--- src/rtl/k10_rf_wr_arbiter_if.sv ---
// Register-file write arbitration bus: pipeline WB request, long-latency unit result,
// register-file write port and pending-destination report.
interface k10_rf_wr_arbiter_if;
  // Handshakes: the WB request (i_wb_wr_en/addr/data) is held stable by its source while
  // o_wb_stall=1 and is consumed in any cycle with i_wb_wr_en=1 and o_wb_stall=0.
  // The LU result transfers on i_lu_valid && o_lu_ready; the source holds valid and
  // payload stable until that cycle.
  logic        i_wb_wr_en;
  logic [4:0]  i_wb_rd_addr;
  logic [31:0] i_wb_rd_data;
  logic        o_wb_stall;

  logic        i_lu_valid;
  logic [4:0]  i_lu_rd_addr;
  logic [31:0] i_lu_rd_data;
  logic        o_lu_ready;

  logic        o_rf_wr_en;
  logic [4:0]  o_rf_rd_addr;
  logic [31:0] o_rf_rd_data;

  logic        o_pend_valid;
  logic [4:0]  o_pend_addr;

  modport master (
    output i_wb_wr_en, i_wb_rd_addr, i_wb_rd_data,
    output i_lu_valid, i_lu_rd_addr, i_lu_rd_data,
    input  o_wb_stall, o_lu_ready,
    input  o_rf_wr_en, o_rf_rd_addr, o_rf_rd_data,
    input  o_pend_valid, o_pend_addr
  );

  modport slave (
    input  i_wb_wr_en, i_wb_rd_addr, i_wb_rd_data,
    input  i_lu_valid, i_lu_rd_addr, i_lu_rd_data,
    output o_wb_stall, o_lu_ready,
    output o_rf_wr_en, o_rf_rd_addr, o_rf_rd_data,
    output o_pend_valid, o_pend_addr
  );
endinterface

--- src/rtl/k10_rf_wr_arbiter.sv ---
// Arbitrates the single register-file write port between the WB stage and a one-entry
// LU result buffer. Define K10_RF_ARB_FAIRNESS_EN to add the starvation counter and FORCE state.
module k10_rf_wr_arbiter #(
  parameter int unsigned STARVE_LIMIT = 4
) (
  input  logic                 i_clk,
  input  logic                 i_rst_n,
  k10_rf_wr_arbiter_if.slave   bus,
  output logic [1:0]           o_dbg_state
);

  if (STARVE_LIMIT < 2 || STARVE_LIMIT > 15) begin : g_bad_limit
    $error("STARVE_LIMIT must be in 2..15");
  end

`ifdef K10_RF_ARB_FAIRNESS_EN
  typedef enum logic [1:0] {
    ST_IDLE  = 2'd0,
    ST_PEND  = 2'd1,
    ST_FORCE = 2'd2
  } state_t;
`else
  typedef enum logic [1:0] {
    ST_IDLE = 2'd0,
    ST_PEND = 2'd1
  } state_t;
`endif

  state_t      state;
  logic        buf_valid;
  logic [4:0]  buf_addr;
  logic [31:0] buf_data;
  logic        rf_wr_en;
  logic [4:0]  rf_addr;
  logic [31:0] rf_data;
  logic        same_rd;

`ifdef K10_RF_ARB_FAIRNESS_EN
  localparam logic [3:0] LIMIT = 4'(STARVE_LIMIT);
  logic [3:0] cnt;
  logic [3:0] cnt_inc;
  assign cnt_inc = (cnt == 4'hF) ? cnt : cnt + 4'd1;
`endif

  // A younger pipeline write to the buffered destination makes the buffered value dead.
  assign same_rd = bus.i_wb_wr_en && (bus.i_wb_rd_addr == buf_addr) && (buf_addr != 5'd0);

  always_ff @(posedge i_clk or negedge i_rst_n) begin
    if (!i_rst_n) begin
      state     <= ST_IDLE;
      buf_valid <= 1'b0;
      buf_addr  <= '0;
      buf_data  <= '0;
      rf_wr_en  <= 1'b0;
      rf_addr   <= '0;
      rf_data   <= '0;
`ifdef K10_RF_ARB_FAIRNESS_EN
      cnt       <= '0;
`endif
    end else begin
      rf_wr_en <= 1'b0;
      case (state)
        ST_IDLE: begin
          if (bus.i_wb_wr_en) begin
            rf_wr_en <= (bus.i_wb_rd_addr != 5'd0);
            rf_addr  <= bus.i_wb_rd_addr;
            rf_data  <= bus.i_wb_rd_data;
          end
          if (bus.i_lu_valid && !buf_valid) begin
            buf_valid <= 1'b1;
            buf_addr  <= bus.i_lu_rd_addr;
            buf_data  <= bus.i_lu_rd_data;
            state     <= ST_PEND;
          end
`ifdef K10_RF_ARB_FAIRNESS_EN
          cnt <= '0;
`endif
        end

        ST_PEND: begin
          if (bus.i_wb_wr_en) begin
            rf_wr_en <= (bus.i_wb_rd_addr != 5'd0);
            rf_addr  <= bus.i_wb_rd_addr;
            rf_data  <= bus.i_wb_rd_data;
            if (same_rd) begin
              buf_valid <= 1'b0;
              buf_addr  <= '0;
              state     <= ST_IDLE;
`ifdef K10_RF_ARB_FAIRNESS_EN
              cnt       <= '0;
`endif
            end else begin
`ifdef K10_RF_ARB_FAIRNESS_EN
              cnt <= cnt_inc;
              if (cnt_inc == LIMIT) state <= ST_FORCE;
`endif
            end
          end else begin
            rf_wr_en  <= (buf_addr != 5'd0);
            rf_addr   <= buf_addr;
            rf_data   <= buf_data;
            buf_valid <= 1'b0;
            buf_addr  <= '0;
            state     <= ST_IDLE;
`ifdef K10_RF_ARB_FAIRNESS_EN
            cnt       <= '0;
`endif
          end
        end

`ifdef K10_RF_ARB_FAIRNESS_EN
        // WB is stalled this cycle, so its held request is granted from IDLE next cycle.
        ST_FORCE: begin
          rf_wr_en  <= (buf_addr != 5'd0);
          rf_addr   <= buf_addr;
          rf_data   <= buf_data;
          buf_valid <= 1'b0;
          buf_addr  <= '0;
          state     <= ST_IDLE;
          cnt       <= '0;
        end
`endif

        default: begin
          state     <= ST_IDLE;
          buf_valid <= 1'b0;
          buf_addr  <= '0;
        end
      endcase
    end
  end

  assign bus.o_lu_ready   = !buf_valid;
`ifdef K10_RF_ARB_FAIRNESS_EN
  assign bus.o_wb_stall   = (state == ST_FORCE);
`else
  assign bus.o_wb_stall   = 1'b0;
`endif
  assign bus.o_pend_valid = buf_valid;
  assign bus.o_pend_addr  = buf_valid ? buf_addr : 5'd0;
  assign bus.o_rf_wr_en   = rf_wr_en;
  assign bus.o_rf_rd_addr = rf_addr;
  assign bus.o_rf_rd_data = rf_data;
  assign o_dbg_state      = state;

endmodule

--- src/flat_wrapper.sv ---
// flat-port wrapper written by rule: the top's interface ports become plain ports
module k10_rf_wr_arbiter_flat 
#(
  parameter int unsigned STARVE_LIMIT = 4
)
  (i_clk, i_rst_n, o_dbg_state, bus_i_wb_wr_en, bus_i_wb_rd_addr, bus_i_wb_rd_data, bus_i_lu_valid, bus_i_lu_rd_addr, bus_i_lu_rd_data, bus_o_wb_stall, bus_o_lu_ready, bus_o_rf_wr_en, bus_o_rf_rd_addr, bus_o_rf_rd_data, bus_o_pend_valid, bus_o_pend_addr);
  k10_rf_wr_arbiter_if bus_i ();
  input  logic i_clk;
  input  logic i_rst_n;
  output logic [1:0] o_dbg_state;
  input wire logic [$bits(bus_i.i_wb_wr_en)-1:0] bus_i_wb_wr_en;
  input wire logic [$bits(bus_i.i_wb_rd_addr)-1:0] bus_i_wb_rd_addr;
  input wire logic [$bits(bus_i.i_wb_rd_data)-1:0] bus_i_wb_rd_data;
  input wire logic [$bits(bus_i.i_lu_valid)-1:0] bus_i_lu_valid;
  input wire logic [$bits(bus_i.i_lu_rd_addr)-1:0] bus_i_lu_rd_addr;
  input wire logic [$bits(bus_i.i_lu_rd_data)-1:0] bus_i_lu_rd_data;
  output wire logic [$bits(bus_i.o_wb_stall)-1:0] bus_o_wb_stall;
  output wire logic [$bits(bus_i.o_lu_ready)-1:0] bus_o_lu_ready;
  output wire logic [$bits(bus_i.o_rf_wr_en)-1:0] bus_o_rf_wr_en;
  output wire logic [$bits(bus_i.o_rf_rd_addr)-1:0] bus_o_rf_rd_addr;
  output wire logic [$bits(bus_i.o_rf_rd_data)-1:0] bus_o_rf_rd_data;
  output wire logic [$bits(bus_i.o_pend_valid)-1:0] bus_o_pend_valid;
  output wire logic [$bits(bus_i.o_pend_addr)-1:0] bus_o_pend_addr;
  assign bus_i.i_wb_wr_en = bus_i_wb_wr_en;
  assign bus_i.i_wb_rd_addr = bus_i_wb_rd_addr;
  assign bus_i.i_wb_rd_data = bus_i_wb_rd_data;
  assign bus_i.i_lu_valid = bus_i_lu_valid;
  assign bus_i.i_lu_rd_addr = bus_i_lu_rd_addr;
  assign bus_i.i_lu_rd_data = bus_i_lu_rd_data;
  assign bus_o_wb_stall = bus_i.o_wb_stall;
  assign bus_o_lu_ready = bus_i.o_lu_ready;
  assign bus_o_rf_wr_en = bus_i.o_rf_wr_en;
  assign bus_o_rf_rd_addr = bus_i.o_rf_rd_addr;
  assign bus_o_rf_rd_data = bus_i.o_rf_rd_data;
  assign bus_o_pend_valid = bus_i.o_pend_valid;
  assign bus_o_pend_addr = bus_i.o_pend_addr;
  k10_rf_wr_arbiter #(.STARVE_LIMIT(STARVE_LIMIT)) u_core (.i_clk(i_clk), .i_rst_n(i_rst_n), .bus(bus_i), .o_dbg_state(o_dbg_state));
endmodule
--- config.mk ---
export PLATFORM = sky130hd
export DESIGN_NAME = k10_rf_wr_arbiter_flat
export DESIGN_NICKNAME = d
export VERILOG_FILES = /design/src/rtl/k10_rf_wr_arbiter_if.sv /design/src/rtl/k10_rf_wr_arbiter.sv /design/src/flat_wrapper.sv
export SDC_FILE = /design/constraint.sdc
export NUM_CORES = 1
export LEC_CHECK = 0
export ABC_AREA = 1
export BUFFER_PORTS_ARGS = -buffer_cell sky130_fd_sc_hd__clkbuf_2
export CAP_MARGIN = 20
export CORE_MARGIN = 2
export CORE_UTILIZATION = 35
export CTS_BUF_LIST = sky130_fd_sc_hd__clkbuf_8
export DETAILED_ROUTE_END_ITERATION = 6
export PLACE_DENSITY = 0.71
export SLEW_MARGIN = 5
export SYNTH_ARGS = -nofsm -noshare
export SYNTH_HDL_FRONTEND = slang
export SYNTH_SLANG_ARGS = --single-unit
--- constraint.sdc ---
create_clock -name i_clk -period 2.9 [get_ports i_clk]
set_input_delay 0.435 -clock i_clk [delete_from_list [all_inputs] [get_ports i_clk]]
set_output_delay 0.435 -clock i_clk [all_outputs]
set_load 0.05 [all_outputs]
==> results of run 1 <==
[state kept, by name (all words and copies together) (netlist names)]
| signal | cells |
|---|---|
| u_core.buf_data | 32 |
| u_core.bus.o_rf_wr_en | 1 |
| u_core.bus.o_rf_rd_addr | 5 |
| u_core.o_dbg_state | 1 |
| u_core.bus.o_rf_rd_data | 32 |
| u_core.buf_addr | 5 |
[synthesized netlist by cell type]
| cell type | count |
|---|---|
| nand2_1 | 176 |
| dfrtp_1 | 76 |
| inv_1 | 32 |
| o21ai_0 | 20 |
| nand3_1 | 17 |
| o211ai_2 | 16 |
| buf_2 | 11 |
| nand4_1 | 5 |
| a22oi_1 | 4 |
| buf_4 | 4 |
| nor2_1 | 4 |
| buf_6 | 3 |
| clkbuf_1 | 3 |
| nor2_4 | 2 |
| a21oi_1 | 1 |
| a21oi_2 | 1 |
| clkbuf_2 | 1 |
| conb_1 | 1 |
| inv_2 | 1 |
| inv_4 | 1 |
| nand2_2 | 1 |
| nor2_8 | 1 |
| nor4_1 | 1 |
| o211ai_1 | 1 |
| o22ai_2 | 1 |
| xnor2_1 | 1 |
[path summary, 6_finish.rpt]
kind                                               end  slack, ns  depth (start not counted)
hold / removal             u_core.bus.o_rf_rd_data[10]       0.22                          1
hold reg to reg                    u_core.buf_data[31]       0.47                          2
max in group asynchronous           u_core.buf_addr[1]       2.03                          1
setup reg to reg                    u_core.buf_addr[3]       1.07                          5
setup / recovery                    bus_o_pend_addr[4]       0.97                          3
min in group i_clk                 u_core.buf_data[15]       0.30                          3
[cells by family after synthesis]
family,Yosys count,synth area share
compound gates,44,0.107
xor+xnor,1,0.00258
buf+inv,56,0.0782
flops,76,0.561
other cells,1,0.00111
simple gates,207,0.250
[metrics by stage]
step | worst slack (ns) | total power [mW] | utilization
CTS | 0.934 | 3.34 | 0.454
global placement | 0.966 | 2.60 | 0.435
global route | 0.840 | 3.51 | 0.454
detailed placement | 0.909 | 2.63 | 0.435
finish | 0.967 | 3.30 | 0.454
floorplan | 1.23 | 2.32 | -
[layer usage]
metal	vias up	global-route usage	share of wire
li1	1434	-	-
met2	77	0.276	0.51
met4	0	0.0738	0.020
met3	14	0.0321	0.043
met5	-	0	0
met1	1390	0.211	0.43
[placed cells by master (no fill, tap or decap)]
master,instances
nand2_1,176
nand2_2,1
xnor2_1,1
nand3_1,17
nand4_1,5
nor2_8,1
nor2_1,4
o21ai_0,20
nor2_4,2
a21oi_2,1
inv_1,33
inv_4,1
clkinvlp_4,3
o22ai_2,1
dfrtp_1,76
clkinv_4,1
buf_4,4
conb_1,2
inv_2,1
clkbuf_2,122
nor4_1,1
a22oi_1,4
clkinv_2,2
o211ai_1,1
clkbuf_8,9
a21oi_1,1
o211ai_2,16
[cell type report]
type	instances	share of cell area
Clock buffer	9	0.0293
Clock inverter	7	0.0106
Inverter	34	0.0308
Multi-Input combinational cell	254	0.290
Sequential cell	76	0.450
Tap cell	129	0.0382
Timing Repair Buffer	126	0.151
[power breakdown]
group	leakage, nW	internal [mW]	switching [mW]
Sequential	0.937	1.31	0.146
Combinational	1.30	0.287	0.847
Clock	0.0824	0.306	0.398
Total	2.32	1.91	1.39
[critical path, cell delays in order (launching register included)]
cell and delay [ns]:
dfrtp_1 0.66, nand2_1 0.15, inv_1 0.09, clkbuf_2 0.27
==> summary.md, run 1 <==
| Metric | Value |
|---|---|
| Syn. warnings | 0 |
| Drt total wl | 8330 µm |
| Syn Area/Cell | 8.81 µm² |
| DP HPWL | 5880 µm |
| Routed WL per cell | 13.1 µm |
| Worst min-delay path class | input port to async pin |
| Max-cap viol count | 0 |
| Antenna cells | 0 |
| WS Path Type | register to output pin |
| Initial Util | 0.364 |
| CTS max path bufs | 2 |
| Rel. slew slack | 0.360 |
| Final Hold Vio Count | 0 |
| Die Y | 102 µm |
| CTS hold repair buffers | 0 |
| Synth area leaders | dfrtp_1 56%, nand2_1 19%, o211ai_2 5.9%, inv_1 3.5%, o21ai_0 3.0% |
| Worst slew pin tran | 0.960 ns |
| Final setup vio count | 0 |
| Register Area | 1900 µm² |
| Post-Place Cells | 619 |
| Layout cell share with drive strength beyond 1 | 0.326 |
| Post-CTS Setup Inserts | 0 |
| VDD IR max | 0.000288 V |
| I/O pins | 126 |
| Post-route design area | 4230 µm² |
| CTS Buf Count | 9 |
| WHS | 0.221 ns |
| Seq/Total Area, Yosys | 0.561 |
| Power per cell area | 780 nW/µm² |
| Cell area after synthesis | 3390 µm² |
| Run status | completed |
| CORE AREA | 9330 µm² |
| Synthesized instance count | 385 |
| Largest area contributor in the netlist | dfrtp_1 |
| Pin count of the biggest net entering global routing | 77 |
| Antenna-violating nets left | 0 |
| Post-Route Skew | 0.0122 ns |
| Initial DRC count | 143 |
| Final Critical Period | 1.93 ns |
| Flops & latches, synth | 76 |
| First-pass DRT Iterations | 4 |
| Tcrit/Tclk final | 0.667 |
| R2R Path Start | u_core.o_dbg_state[0] |
| Pleak | 2.32 nW |
| Vias per cell | 4.59 |
| Highest Clock Rate | 0.517 GHz |
| Vias after detailed routing | 2915 |
| Depth of the CTS H-tree | 3 |
| # rows | 35 |
| Max-slew violation count | 0 |
| Worst Path Max Fanout | 10 |
| CTS tree | yes |
| Fillers | 937 |
| CP arrival | 1.50 ns |
| Setup repair after global routing missed its margin | no |
| Worst-Skew Late Latency | 0.34 ns |
| Placed Area | 4060 µm² |
| Post-route insts no fill | 635 |
| Vias in the first global route | 3024 |
| Area of the multi-input gates | 1230 µm² |
| Antenna violations before repair | 0 |
| Share of the synthesized area in the top cell type | 0.561 |
| Worst setup EP type | output pin |
| Clk sinks | 76 |
| Req. time, crit path | 2.47 ns |
| DRC viols | 0 |
| Post-CTS sizing | 0 |
| Crit start category | register |
| Root buffer cell | clkbuf_8 |
| Global-route wire length before repair | 13600 µm |
| NumNets Final | 579 |
| Die X | 102 µm |
| I/O Buffers | 123 |
| Gpl congestion | 0.773 |
| Grt total ovfl | 0 |
| Cell variety after synth | 26 |
| Clock transition at path regs | 0.09 ns |
| TNS Setup | 0 ns |
| Critical path startpoint | u_core.o_dbg_state[0] |
| Die Area | 10500 µm² |
| GRT Resource Usage Total | 0.166 |
| Layout Area Growth over Synthesis | 24.8% |
Power figures use the tool's default switching activity.
==> run 2, diff against run 1 <==
clock period = 1.9 ns   (was 2.9 ns; I/O delays follow)
==> run 2 against run 1 <==
Compared with the run above:
- core utilization is 1.2 points higher
- critical endpoint unchanged
- worst setup slack worse by 0.84 ns
- largest cell class unchanged
- clock power is 92% higher
- critical path type unchanged
==> summary.md, run 2 (synthesized netlist as in run 1, its figures left out) <==
| Metric | Value |
|---|---|
| CP arrival | 1.49 ns (was 1.50 ns) |
| Area of the multi-input gates | 1230 µm² (unchanged) |
| WHS | 0.138 ns (was 0.221 ns) |
| # rows | 35 (unchanged) |
| Vias per cell | 4.59 (about the same) |
| GRT Resource Usage Total | 0.170 (was 0.166) |
| Antenna-violating nets left | 0 (unchanged) |
| Global-route wire length before repair | 13900 µm (was 13600 µm) |
| Root buffer cell | clkbuf_8 (unchanged) |
| Depth of the CTS H-tree | 3 (unchanged) |
| Clk sinks | 76 (unchanged) |
| CTS Buf Count | 9 (unchanged) |
| Rel. slew slack | 0.584 (was 0.360) |
| Grt total ovfl | 0 (unchanged) |
| Die Area | 10500 µm² (unchanged) |
| Post-CTS sizing | 0 (unchanged) |
| CTS max path bufs | 2 (unchanged) |
| Crit start category | register (unchanged) |
| First-pass DRT Iterations | 4 (unchanged) |
| DP HPWL | 6140 µm (was 5880 µm) |
| Max-cap viol count | 0 (unchanged) |
| Die X | 102 µm (unchanged) |
| Pin count of the biggest net entering global routing | 42 (was 77) |
| Gpl congestion | 0.762 (was 0.773) |
| Pleak | 2.37 nW (was 2.32 nW) |
| Final core utilization | 0.466 (was 0.454) |
| Routed WL per cell | 13.4 µm (was 13.1 µm) |
| Final Hold Vio Count | 0 (unchanged) |
| Clock transition at path regs | 0.09 ns (about the same) |
| Worst min-delay path class | input port to register (was input port to async pin) |
| Vias after detailed routing | 2940 (was 2915) |
| Max-slew violation count | 0 (unchanged) |
| Worst Path Max Fanout | 10 (unchanged) |
| TNS Setup | 0 ns (unchanged) |
| Die Y | 102 µm (unchanged) |
| NumNets Final | 584 (was 579) |
| Drt total wl | 8550 µm (was 8330 µm) |
| WS Path Type | register to output pin (unchanged) |
| Most frequent cells in the layout | 176 x nand2_1, 122 x clkbuf_2, 76 x dfrtp_1 (unchanged) |
| Initial Util | 0.364 (unchanged) |
| Final setup vio count | 0 (unchanged) |
| Initial DRC count | 70 (was 143) |
| Post-Route Skew | 0.00958 ns (was 0.0122 ns) |
| Worst slew pin tran | 0.624 ns (was 0.960 ns) |
| Run status | completed (unchanged) |
| Worst-Skew Late Latency | 0.34 ns (about the same) |
| Antenna violations before repair | 0 (unchanged) |
| I/O Buffers | 123 (unchanged) |
| Vias in the first global route | 2952 (was 3024) |
| Setup repair after global routing missed its margin | no (unchanged) |
| Antenna cells | 0 (unchanged) |
| Final Critical Period | 1.78 ns |
| CORE AREA | 9330 µm² (unchanged) |
| Post-CTS Setup Inserts | 0 (unchanged) |
| Highest Clock Rate | 0.563 GHz |
| Layout Area Growth over Synthesis | 28.1% (was 24.8%) |
| VDD IR max | 0.000433 V (was 0.000288 V) |
| Worst setup EP type | output pin (unchanged) |
| Tcrit/Tclk final | 0.935 |
| Power per cell area | 1230 nW/µm² (was 780 nW/µm²) |
| Req. time, crit path | 1.62 ns (was 2.47 ns) |
| Layout cell share with drive strength beyond 1 | 0.331 (was 0.326) |
| Register Area | 1900 µm² (unchanged) |
| DRC viols | 0 (unchanged) |
| CTS tree | yes (unchanged) |
| Commonest non-fill, non-tap cell in the layout | nand2_1 (unchanged) |
| I/O pins | 126 (unchanged) |
| Fillers | 947 (was 937) |
==> run 2: changes by cell type in the layout (fill, tap and decap cells not counted) <==
cell | previous run | this run
clkinv_2 | 2 | 1
dlygate4sd3_1 | 0 | 1
bufinv_16 | 0 | 2
buf_12 | 0 | 2
clkinvlp_4 | 3 | 2
buf_4 | 4 | 6
==> run 2: worst max-delay path, cell delays in order, from the launching register on <==
cell	delay, ns
dfrtp_1	0.65
nand2_1	0.15
inv_1	0.08
clkbuf_2	0.27
==> run 2: through the flow <==
stage / instance area (µm²) / worst slack (ns) / cells / total power, mW
6_report: 4340 / 0.124 / 640 / 5.34
5_1_grt: 4340 / 0.0101 / 640 / 5.66
4_1_cts: 4340 / 0.0798 / 640 / 5.40
3_5_place_dp: 4120 / 0.351 / 623 / 4.04
3_3_place_gp: 4120 / 0.407 / 623 / 3.99
2_1_floorplan: 3390 / 0.354 / 386 / 3.55
==> run 2: per-layer routing <==
layer	global-route usage	wire length [µm]
met5	0	0
met4	0.0677	170
met3	0.0233	299
met2	0.290	4270
met1	0.219	3820
==> run 2: final cells by class <==
cell class / instances / share of cell area
Clock buffer: 9 / 0.0285
Clock inverter: 7 / 0.0213
Sequential cell: 76 / 0.438
Inverter: 34 / 0.0300
Timing Repair Buffer: 131 / 0.162
Multi-Input combinational cell: 254 / 0.283
Tap cell: 129 / 0.0372
==> run 2: final timing paths <==
kind                       slack, ns  depth (start not counted)                  end                  start
hold / removal                  0.14                          3  u_core.buf_data[15]   bus_i_lu_rd_data[15]
min in group asynchronous       0.45                          2  u_core.buf_data[24]                i_rst_n
setup reg to reg                0.35                          5   u_core.buf_addr[3]  u_core.o_dbg_state[0]
setup / recovery                0.12                          3   bus_o_pend_addr[4]  u_core.o_dbg_state[0]
max in group asynchronous       0.85                          3   u_core.buf_addr[3]                i_rst_n
hold reg to reg                 0.48                          2  u_core.buf_data[31]    u_core.buf_data[31]
==> run 2: report_power, final <==
group,switching [mW],leakage [nW],internal [mW]
registers,0.223,0.937,2.01
logic,1.30,1.33,0.460
clock network,0.614,0.107,0.735
total,2.14,2.37,3.20
==> run 2: repair_timing <==
| item | in CTS | in global routing |
|---|---|---|
| hold endpoints to repair | 35 | 0 |
| hold buffers | 1 | 0 |
| setup endpoints to repair | 0 | 0 |
==> run 3, diff against run 2 <==
CORE_MARGIN = unset   (was 2)
PLACE_DENSITY = 0.73   (was 0.71)
clock period = 1.4 ns   (was 1.9 ns; I/O delays follow)
==> run 3 against run 2 <==
Compared with the run above:
- the flow now finishes with violations (setup timing)
- die area fell by 3.9%
- register-to-register slack got worse by 0.31 ns
- final cell count rose by 1.1%
- total power rose by 37%
- sequential share of layout area fell by 1.8 points
- combinational power rose by 50%
- cell area rose by 4.5%
- clock power rose by 21%
- worst setup slack got worse by 0.14 ns
- global-route usage rose by 0.36 points
- hold slack got worse by 0.065 ns
- count of clock-buffer cells in the layout rose by 1
- highest routed layer unchanged
==> summary.md, run 3 (synthesized netlist as in run 1, its figures left out) <==
| Metric | Value |
|---|---|
| Antenna-violating nets left | 0 (unchanged) |
| CP arrival | 1.20 ns (was 1.49 ns) |
| Post-route insts no fill | 647 (was 640) |
| Final Hold Vio Count | 0 (unchanged) |
| Global-route wire length before repair | 13800 µm (was 13900 µm) |
| Die Area | 10100 µm² (was 10500 µm²) |
| Highest Clock Rate | 0.708 GHz |
| CTS max path bufs | 2 (unchanged) |
| Commonest non-fill, non-tap cell in the layout | nand2_1 (unchanged) |
| DRC viols | 0 (unchanged) |
| Post-Route Skew | 0.0101 ns (was 0.00958 ns) |
| NumNets Final | 592 (was 584) |
| Tcrit/Tclk final | 1.01 |
| Max-cap viol count | 0 (unchanged) |
| CTS Buf Count | 9 (unchanged) |
| First-pass DRT Iterations | 4 (unchanged) |
| Initial DRC count | 96 (was 70) |
| Die X | 100 µm (was 102 µm) |
| Initial Util | 0.364 (unchanged) |
| I/O pins | 126 (unchanged) |
| Vias in the first global route | 3021 (was 2952) |
| Req. time, crit path | 1.19 ns (was 1.62 ns) |
| Vias per cell | 4.51 (was 4.59) |
| DP HPWL | 5930 µm (was 6140 µm) |
| Layout cell share with drive strength beyond 1 | 0.365 (was 0.331) |
| Critical Path End | bus_o_pend_addr[4] (unchanged) |
| Failing checks | setup timing |
| # rows | 35 (unchanged) |
| Clk sinks | 76 (unchanged) |
| Depth of the CTS H-tree | 3 (unchanged) |
| Die Y | 100 µm (was 102 µm) |
| CORE AREA | 9330 µm² (unchanged) |
| Final Critical Period | 1.41 ns |
| Power per cell area | 1610 nW/µm² (was 1230 nW/µm²) |
| Run status | finished with violations (was completed) |
| FF-to-FF setup slack | 0.04 ns (was 0.35 ns) |
| Worst min-delay path class | input port to register (unchanged) |
| Pin count of the biggest net entering global routing | 48 (was 42) |
| Fillers | 912 (was 947) |
| Final setup margin | -0.0116 ns (was 0.124 ns) |
| Register Area | 1900 µm² (about the same) |
| WS Path Type | register to output pin (unchanged) |
| Antenna violations before repair | 0 (unchanged) |
| Critical path startpoint | u_core.o_dbg_state[0] (unchanged) |
| Layout Area Growth over Synthesis | 33.8% (was 28.1%) |
| Max-slew violation count | 0 (unchanged) |
| Pleak | 2.45 nW (was 2.37 nW) |
| Worst Path Max Fanout | 8 (was 10) |
| RR Endpoint | u_core.buf_addr[2] (was u_core.buf_addr[3]) |
| Setup repair after global routing missed its margin | yes (was no) |
| Worst reg-to-reg path cell count | 6 (was 5) |
| Gpl congestion | 0.809 (was 0.762) |
| Routed WL per cell | 12.9 µm (was 13.4 µm) |
| Worst setup EP type | output pin (unchanged) |
| CTS tree | yes (unchanged) |
| Crit start category | register (unchanged) |
| Most frequent cells in the layout | 171 x nand2_1, 114 x clkbuf_2, 75 x dfrtp_1 (was 176 x nand2_1, 122 x clkbuf_2, 76 x dfrtp_1) |
| R2R Path Start | u_core.o_dbg_state[0] (unchanged) |
| VDD IR max | 0.000626 V (was 0.000433 V) |
| Worst-Skew Late Latency | 0.34 ns (about the same) |
| Post-Place Cells | 625 (was 623) |
| Clock transition at path regs | 0.07 ns (was 0.09 ns) |
| I/O Buffers | 123 (unchanged) |
| Drt total wl | 8330 µm (was 8550 µm) |
| Antenna cells | 0 (unchanged) |
| Grt total ovfl | 0 (unchanged) |
| GRT Resource Usage Total | 0.174 (was 0.170) |
| WHS | 0.0734 ns (was 0.138 ns) |
| Root buffer cell | clkbuf_8 (unchanged) |
| Final setup vio count | 3 (was 0) |
| Vias after detailed routing | 2918 (was 2940) |
| Area of the multi-input gates | 1260 µm² (was 1230 µm²) |
## run 3: cell types whose count changed in the layout (fill, tap and decap cells not counted), moves of 3 or more
cell	previous run	this run
inv_1	33	26
nand2_1	176	171
buf_12	2	5
inv_2	1	6
o21ai_1	0	3
clkbuf_2	122	114
buf_8	0	3
nand2_4	0	5
clkbuf_8	9	12
o21ai_0	20	17
## run 3: where the power goes
part	switching [mW]	internal (mW)
sequential	0.297	2.72
combinational	1.85	0.790
clock	0.783	0.854
total	2.93	4.37
## run 3: routing by layer
layer | vias to the layer above | track usage | part of all wire
met5 | - | 0 | 0
met4 | 0 | 0.0580 | 0.014
met1 | 1377 | 0.222 | 0.45
met3 | 11 | 0.0376 | 0.038
met2 | 73 | 0.294 | 0.49
li1 | 1457 | - | -
## run 3: timing repair
item / 4_1_cts / 5_1_grt
hold buffers: 1 / 0
setup endpoints to repair: 8 / 28
buffers inserted: 2 / 2
cloned: 0 / 2
pin swaps: 0 / 5
hold endpoints to repair: 76 / 0
gates resized for setup: 28 / 18
## run 3: worst min path at each step
stage / from / endpoint / slack, ns / cells after the start
2_1_floorplan: i_rst_n / u_core.buf_addr[0] / -0.09 / 0
3_3_place_gp: i_rst_n / u_core.bus.o_rf_rd_data[30] / 0.21 / 2
3_5_place_dp: i_rst_n / u_core.buf_addr[3] / 0.21 / 2
4_1_cts: bus_i_lu_rd_data[21] / u_core.buf_data[21] / 0.05 / 3
5_1_grt: bus_i_lu_rd_data[15] / u_core.buf_data[15] / 0.05 / 3
6_report: bus_i_lu_rd_data[15] / u_core.buf_data[15] / 0.07 / 3
## run 3: cell type report
cell class	instances	area share
Inverter	34	0.0295
Clock buffer	10	0.0303
Clock inverter	5	0.0116
Sequential cell	76	0.419
Multi-Input combinational cell	254	0.279
Timing Repair Buffer	137	0.191
Tap cell	129	0.0356
Timing Repair inverter	2	0.00331
## run 3: per-stage QoR
step	TNS (ns)	total power [mW]	area, µm²	worst slack, ns	util
6_report	-0.0314	7.30	4540	-0.0116	0.486
5_1_grt	-0.748	7.75	4540	-0.0621	0.486
4_1_cts	-0.132	7.30	4470	-0.0307	0.479
3_5_place_dp	0	5.51	4160	0.112	0.446
3_3_place_gp	0	5.44	4160	0.159	0.446
2_1_floorplan	0	4.82	3400	0.00101	-
## run 3: critical path: stages, from the launching register on
cell      delay [ns]
dfrtp_2         0.44
buf_8           0.17
nand2_4         0.06
inv_2           0.04
clkbuf_8        0.16
